<file path="src/rtl/max6675_reader.sv">
// Read-only SPI master for the MAX6675: waits out the conversion time, clocks one 16-bit frame, latches reading and flags.
// Outputs update one cycle after the last sample with a one-cycle data_valid; no backpressure, a started frame always completes.
module max6675_reader #(
    parameter int SCK_DIV   = 12,
    parameter int CONV_WAIT = 11_000_000
) (
    input  logic        clk,
    input  logic        reset,
    input  logic        enable,
    input  logic        so,
    output logic        cs_n,
    output logic        sck,
    output logic [15:0] temperature,
    output logic [9:0]  temp_c,
    output logic        open_tc,
    output logic        frame_err,
    output logic        data_valid
);

    localparam int WAIT_W = (CONV_WAIT > 1) ? $clog2(CONV_WAIT) : 1;
    localparam int DIV_W  = $clog2(SCK_DIV);

    localparam logic [WAIT_W-1:0] WAIT_MAX = WAIT_W'(CONV_WAIT - 1);
    localparam logic [DIV_W-1:0]  DIV_MAX  = DIV_W'(SCK_DIV - 1);

    localparam logic [1:0] IDLE  = 2'd0;
    localparam logic [1:0] SETUP = 2'd1;
    localparam logic [1:0] SHIFT = 2'd2;
    localparam logic [1:0] DONE  = 2'd3;

    logic [1:0]        state;
    logic [WAIT_W-1:0] wait_cnt;
    logic [DIV_W-1:0]  div_cnt;
    logic [3:0]        bit_cnt;
    logic              sck_hi;
    logic [15:0]       shift_reg;
    logic              so_meta;
    logic              so_sync;
    logic              div_last;
    logic              unused_d0;

    assign div_last  = (div_cnt == DIV_MAX);
    // D0 is a don't-care bit on the MAX6675 and is shifted in only to complete the frame.
    assign unused_d0 = shift_reg[0];

    // Decoded straight from reset flops so an asynchronous reset deasserts the bus at once.
    assign cs_n = !((state == SETUP) || (state == SHIFT));
    assign sck  = (state == SHIFT) && sck_hi;

    always_ff @(posedge clk or negedge reset) begin
        if (!reset) begin
            so_meta <= 1'b0;
            so_sync <= 1'b0;
        end else begin
            so_meta <= so;
            so_sync <= so_meta;
        end
    end

    always_ff @(posedge clk or negedge reset) begin
        if (!reset) begin
            state       <= IDLE;
            wait_cnt    <= '0;
            div_cnt     <= '0;
            bit_cnt     <= '0;
            sck_hi      <= 1'b0;
            shift_reg   <= '0;
            temperature <= '0;
            temp_c      <= '0;
            open_tc     <= 1'b0;
            frame_err   <= 1'b0;
            data_valid  <= 1'b0;
        end else begin
            data_valid <= 1'b0;
            case (state)
                IDLE: begin
                    // Counter saturates so a late enable starts the frame on the very next cycle.
                    if (wait_cnt != WAIT_MAX) begin
                        wait_cnt <= wait_cnt + 1'b1;
                    end else if (enable) begin
                        state   <= SETUP;
                        div_cnt <= '0;
                    end
                end
                SETUP: begin
                    if (div_last) begin
                        state   <= SHIFT;
                        div_cnt <= '0;
                        bit_cnt <= '0;
                        sck_hi  <= 1'b0;
                    end else begin
                        div_cnt <= div_cnt + 1'b1;
                    end
                end
                SHIFT: begin
                    if (div_last) begin
                        div_cnt <= '0;
                        if (!sck_hi) begin
                            sck_hi <= 1'b1;
                        end else begin
                            // Sample at the end of the high phase, well after the device's falling-edge update.
                            sck_hi    <= 1'b0;
                            shift_reg <= {shift_reg[14:0], so_sync};
                            if (bit_cnt == 4'd15) begin
                                state <= DONE;
                            end else begin
                                bit_cnt <= bit_cnt + 1'b1;
                            end
                        end
                    end else begin
                        div_cnt <= div_cnt + 1'b1;
                    end
                end
                DONE: begin
                    open_tc    <= shift_reg[2];
                    frame_err  <= shift_reg[15] | shift_reg[1];
                    if (!shift_reg[2]) begin
                        temperature <= {4'b0000, shift_reg[14:3]};
                        temp_c      <= shift_reg[14:5];
                    end
                    data_valid <= 1'b1;
                    wait_cnt   <= '0;
                    state      <= IDLE;
                end
                default: begin
                    state <= IDLE;
                end
            endcase
        end
    end

endmodule

</file>
<file path="config.mk">
export PLATFORM = sky130hd
export DESIGN_NAME = max6675_reader
export DESIGN_NICKNAME = d
export VERILOG_FILES = /design/src/rtl/max6675_reader.sv
export SDC_FILE = /design/constraint.sdc
export NUM_CORES = 1
export LEC_CHECK = 0
export ABC_AREA = 1
export ABC_CLOCK_PERIOD_IN_PS = 3420
export BUFFER_PORTS_ARGS = -buffer_cell sky130_fd_sc_hd__buf_2
export CORE_MARGIN = 3
export CORE_UTILIZATION = 45
export CTS_CLUSTER_SIZE = 10
export DETAILED_ROUTE_END_ITERATION = 16
export PLACE_DENSITY = 0.7
export SLEW_MARGIN = 20
export SYNTH_ARGS = -nofsm -noshare
export SYNTH_HDL_FRONTEND = slang
export SYNTH_SLANG_ARGS = --single-unit
</file>
<file path="constraint.sdc">
create_clock -name clk -period 3.42 [get_ports clk]
set_input_delay 0.342 -clock clk [delete_from_list [all_inputs] [get_ports clk]]
set_output_delay 0.342 -clock clk [all_outputs]
set_load 0.01 [all_outputs]
</file>
==> flow_metrics.tcl <==
set metrics [dict create \
    drc 0 \
    status "finished, final reports clean" \
    post_drt_wl_per_cell_um 11.9 \
    grt_pass1_vias 2867 \
    die_w_um 96.3 \
    fin_crit_ns 2.45 \
    dieArea_um2 9270 \
    dp_hpwl_um 5280 \
    postCtsHoldBufs 1 \
    synthDominantCellAreaShare 0.464 \
    required_ns 3.69 \
    diodes 0 \
    critPathLaunchType "flip-flop" \
    ys_seq_area_frac 0.464 \
    crit_fanout 18 \
    worstSetupPathType "flip-flop to flip-flop" \
    cts-buffers-inserted 9 \
    clk_latency_ns 0.34 \
    cts_max_level 3 \
    synth_most_common_cell "nand2_1" \
    dr_total_vias 2946 \
    avgSynthCellArea_um2 7.61 \
    reg2reg_setup_slack_ns 0.97 \
    syn-cell-area_um2 3670 \
    synth_edf_count 0 \
    peakVddDrop_mv 0.227 \
    areaGrowthSynthToFinish_pct 8.90 \
    setup_tns_ns 0 \
    port_buffers 30 \
    grt_max_degree 33 \
    fin_crit_sh 0.716 \
    cts_sinks 68 \
    rsz0062_at_grt "no" \
    drt_iter0_markers 221 \
    worstMarginPinSlew_ns 0.813 \
    cts-root-buf "clkbuf_8" \
    fp.coreArea_um2 7810 \
    max-cap-violations 0 \
    synth_area_leaders "dfrtp_1 46%, nand2_1 16%, nor2_1 6.0%" \
    ctsResizeCount 0 \
    synth_top_area_cell "dfrtp_1" \
    synthCells 482 \
    setup_violations 0 \
    ios 35 \
    ys_types 26 \
    ys_ff_latch 68 \
    fillCellCount 748 \
    leakage_nw 1.95 \
    post_cts_buffers 0 \
    drive_gt1_frac 0.119 \
    antenna_found_initial 0 \
    grt_pass1_wl_um 12600 \
    final_util 0.512 \
    synth_ff_type "dfrtp_1" \
    hp-class "primary input to flip-flop" \
    synth_commonest_cells "155 x nand2_1, 68 x dfrtp_1, 59 x nor2_1, 45 x inv_1, 41 x o21ai_0" \
    multi_input_area_um2 1610 \
    slew_headroom 0.457 \
    chipHeight_um 96.3 \
    firstDrtPassIters 4 \
    viasPerCell 4.85 \
    grt.total_usage 0.175 \
    routed_wl_um 7240 \
    async_reset_ff_frac 1.00 \
    drtAntennaViolNets 0 \
    gp_congestion 0.952 \
    cp-end-kind "flip-flop" \
    largest_reg_flops 24 \
    cts_tree "done" \
    placementRows 32 \
    final-max-slew-violation-count 0 \
    cellPowerDensity_nw_per_um2 379 \
    worstPathArrival_ns 2.72 \
    grt.overflow.total 0 \
    cts_buffer_depth 2 \
    regArea_um2 1700 \
    hold_viol_final 0 \
    fin_skew_ns 0.00973 \
    clkTransAtPathRegs_ns 0.08 \
    fmax_ghz 0.408 \
    start_util 0.470 \
    fin_nets 513 \
    yosysWarningCount 0 \
]
==> metrics by stage <==
stage	cells	cell area, um2	setup WS, ns	hold WS (ns)	total power (W)
after floorplan	485	3680	1.79	0.0464	0.000828
after global placement	591	3780	1.08	0.283	0.000844
after detailed placement	591	3780	0.983	0.290	0.000845
after CTS	608	4000	0.948	0.0855	0.00154
after global routing	608	4000	0.648	0.0774	0.00159
final	608	4000	0.970	0.103	0.00152
==> cells by family (layout without fill, tap and decap cells) <==
group           after synthesis  in the layout  share of synthesized area
buf+inv                      75             96                      0.101
compound gates               48             48                     0.0685
simple gates                265            265                      0.296
flops                        68             68                      0.464
xor+xnor                     14             14                     0.0334
mux                           3              3                    0.00920
fa+ha+maj                     8              8                     0.0273
other cells                   1              4                    0.00102
==> where the power goes <==
group          switching, W  internal [W]
clock              0.000338      0.000349
combinational     0.0000190    0.00000419
sequential      0.000000247      0.000804
total              0.000358       0.00116
==> worst paths after layout <==
path                                 startpoint                   endpoint  cells past startpoint
max in group asynchronous                 reset  shift_reg[10]$_DFFE_PN0P_                      3
min in group asynchronous                 reset   wait_cnt[16]$_DFFE_PN0P_                      2
hold / removal                               so          so_meta$_DFF_PN0_                      1
setup reg to reg           state[0]$_DFFE_PN0P_    wait_cnt[2]$_DFFE_PN0P_                      7
setup / recovery           state[0]$_DFFE_PN0P_    wait_cnt[2]$_DFFE_PN0P_                      7
hold reg to reg               so_meta$_DFF_PN0_          so_sync$_DFF_PN0_                      0
==> cells in the final DEF (no fill, tap or decap) <==
master / netlist / layout
inv_8: 0 / 1
nand2_1: 155 / 155
and2_1: 1 / 1
nand2_2: 3 / 3
inv_1: 45 / 45
nand3_1: 35 / 35
nand4_1: 7 / 7
clkinv_4: 0 / 2
ha_1: 8 / 8
dfrtp_1: 68 / 68
nor2_1: 59 / 59
or2_2: 2 / 2
nor3_1: 1 / 1
nand3_2: 2 / 2
buf_2: 3 / 30
bufinv_16: 0 / 1
xor2_1: 13 / 13
conb_1: 1 / 4
clkinvlp_4: 0 / 1
clkbuf_8: 0 / 9
buf_4: 15 / 2
dlygate4sd3_1: 0 / 1
mux2_2: 3 / 3
clkinv_1: 1 / 1
a21oi_1: 4 / 4
inv_6: 0 / 2
a21oi_4: 1 / 1
o21ai_1: 2 / 2
inv_2: 1 / 1
xnor2_1: 1 / 1
o21ai_0: 41 / 41
==> area by class of cell <==
class / count / area share
clock buffer: 9 / 0.0310
clock inverter: 7 / 0.0210
inverter: 47 / 0.0441
multi-input combinational: 342 / 0.402
sequential: 68 / 0.426
tap: 102 / 0.0319
timing repair buffer: 33 / 0.0438
==> critical path, stage by stage, from the launching register on <==
cell and delay, ns:
dfrtp_1 0.41, ha_1 0.46, clkinv_1 0.58, nor2_1 0.42, inv_1 0.09, nand2_2 0.24
nand3_1 0.12, nand2_1 0.07
==> per-layer routing <==
metal / part of all wire / GRT usage
met1: 0.48 / 0.231
met2: 0.47 / 0.287
met3: 0.037 / 0.0453
met4: 0.0084 / 0.0421
met5: 0 / 0
Note: power is estimated with default switching activity, not from simulation.
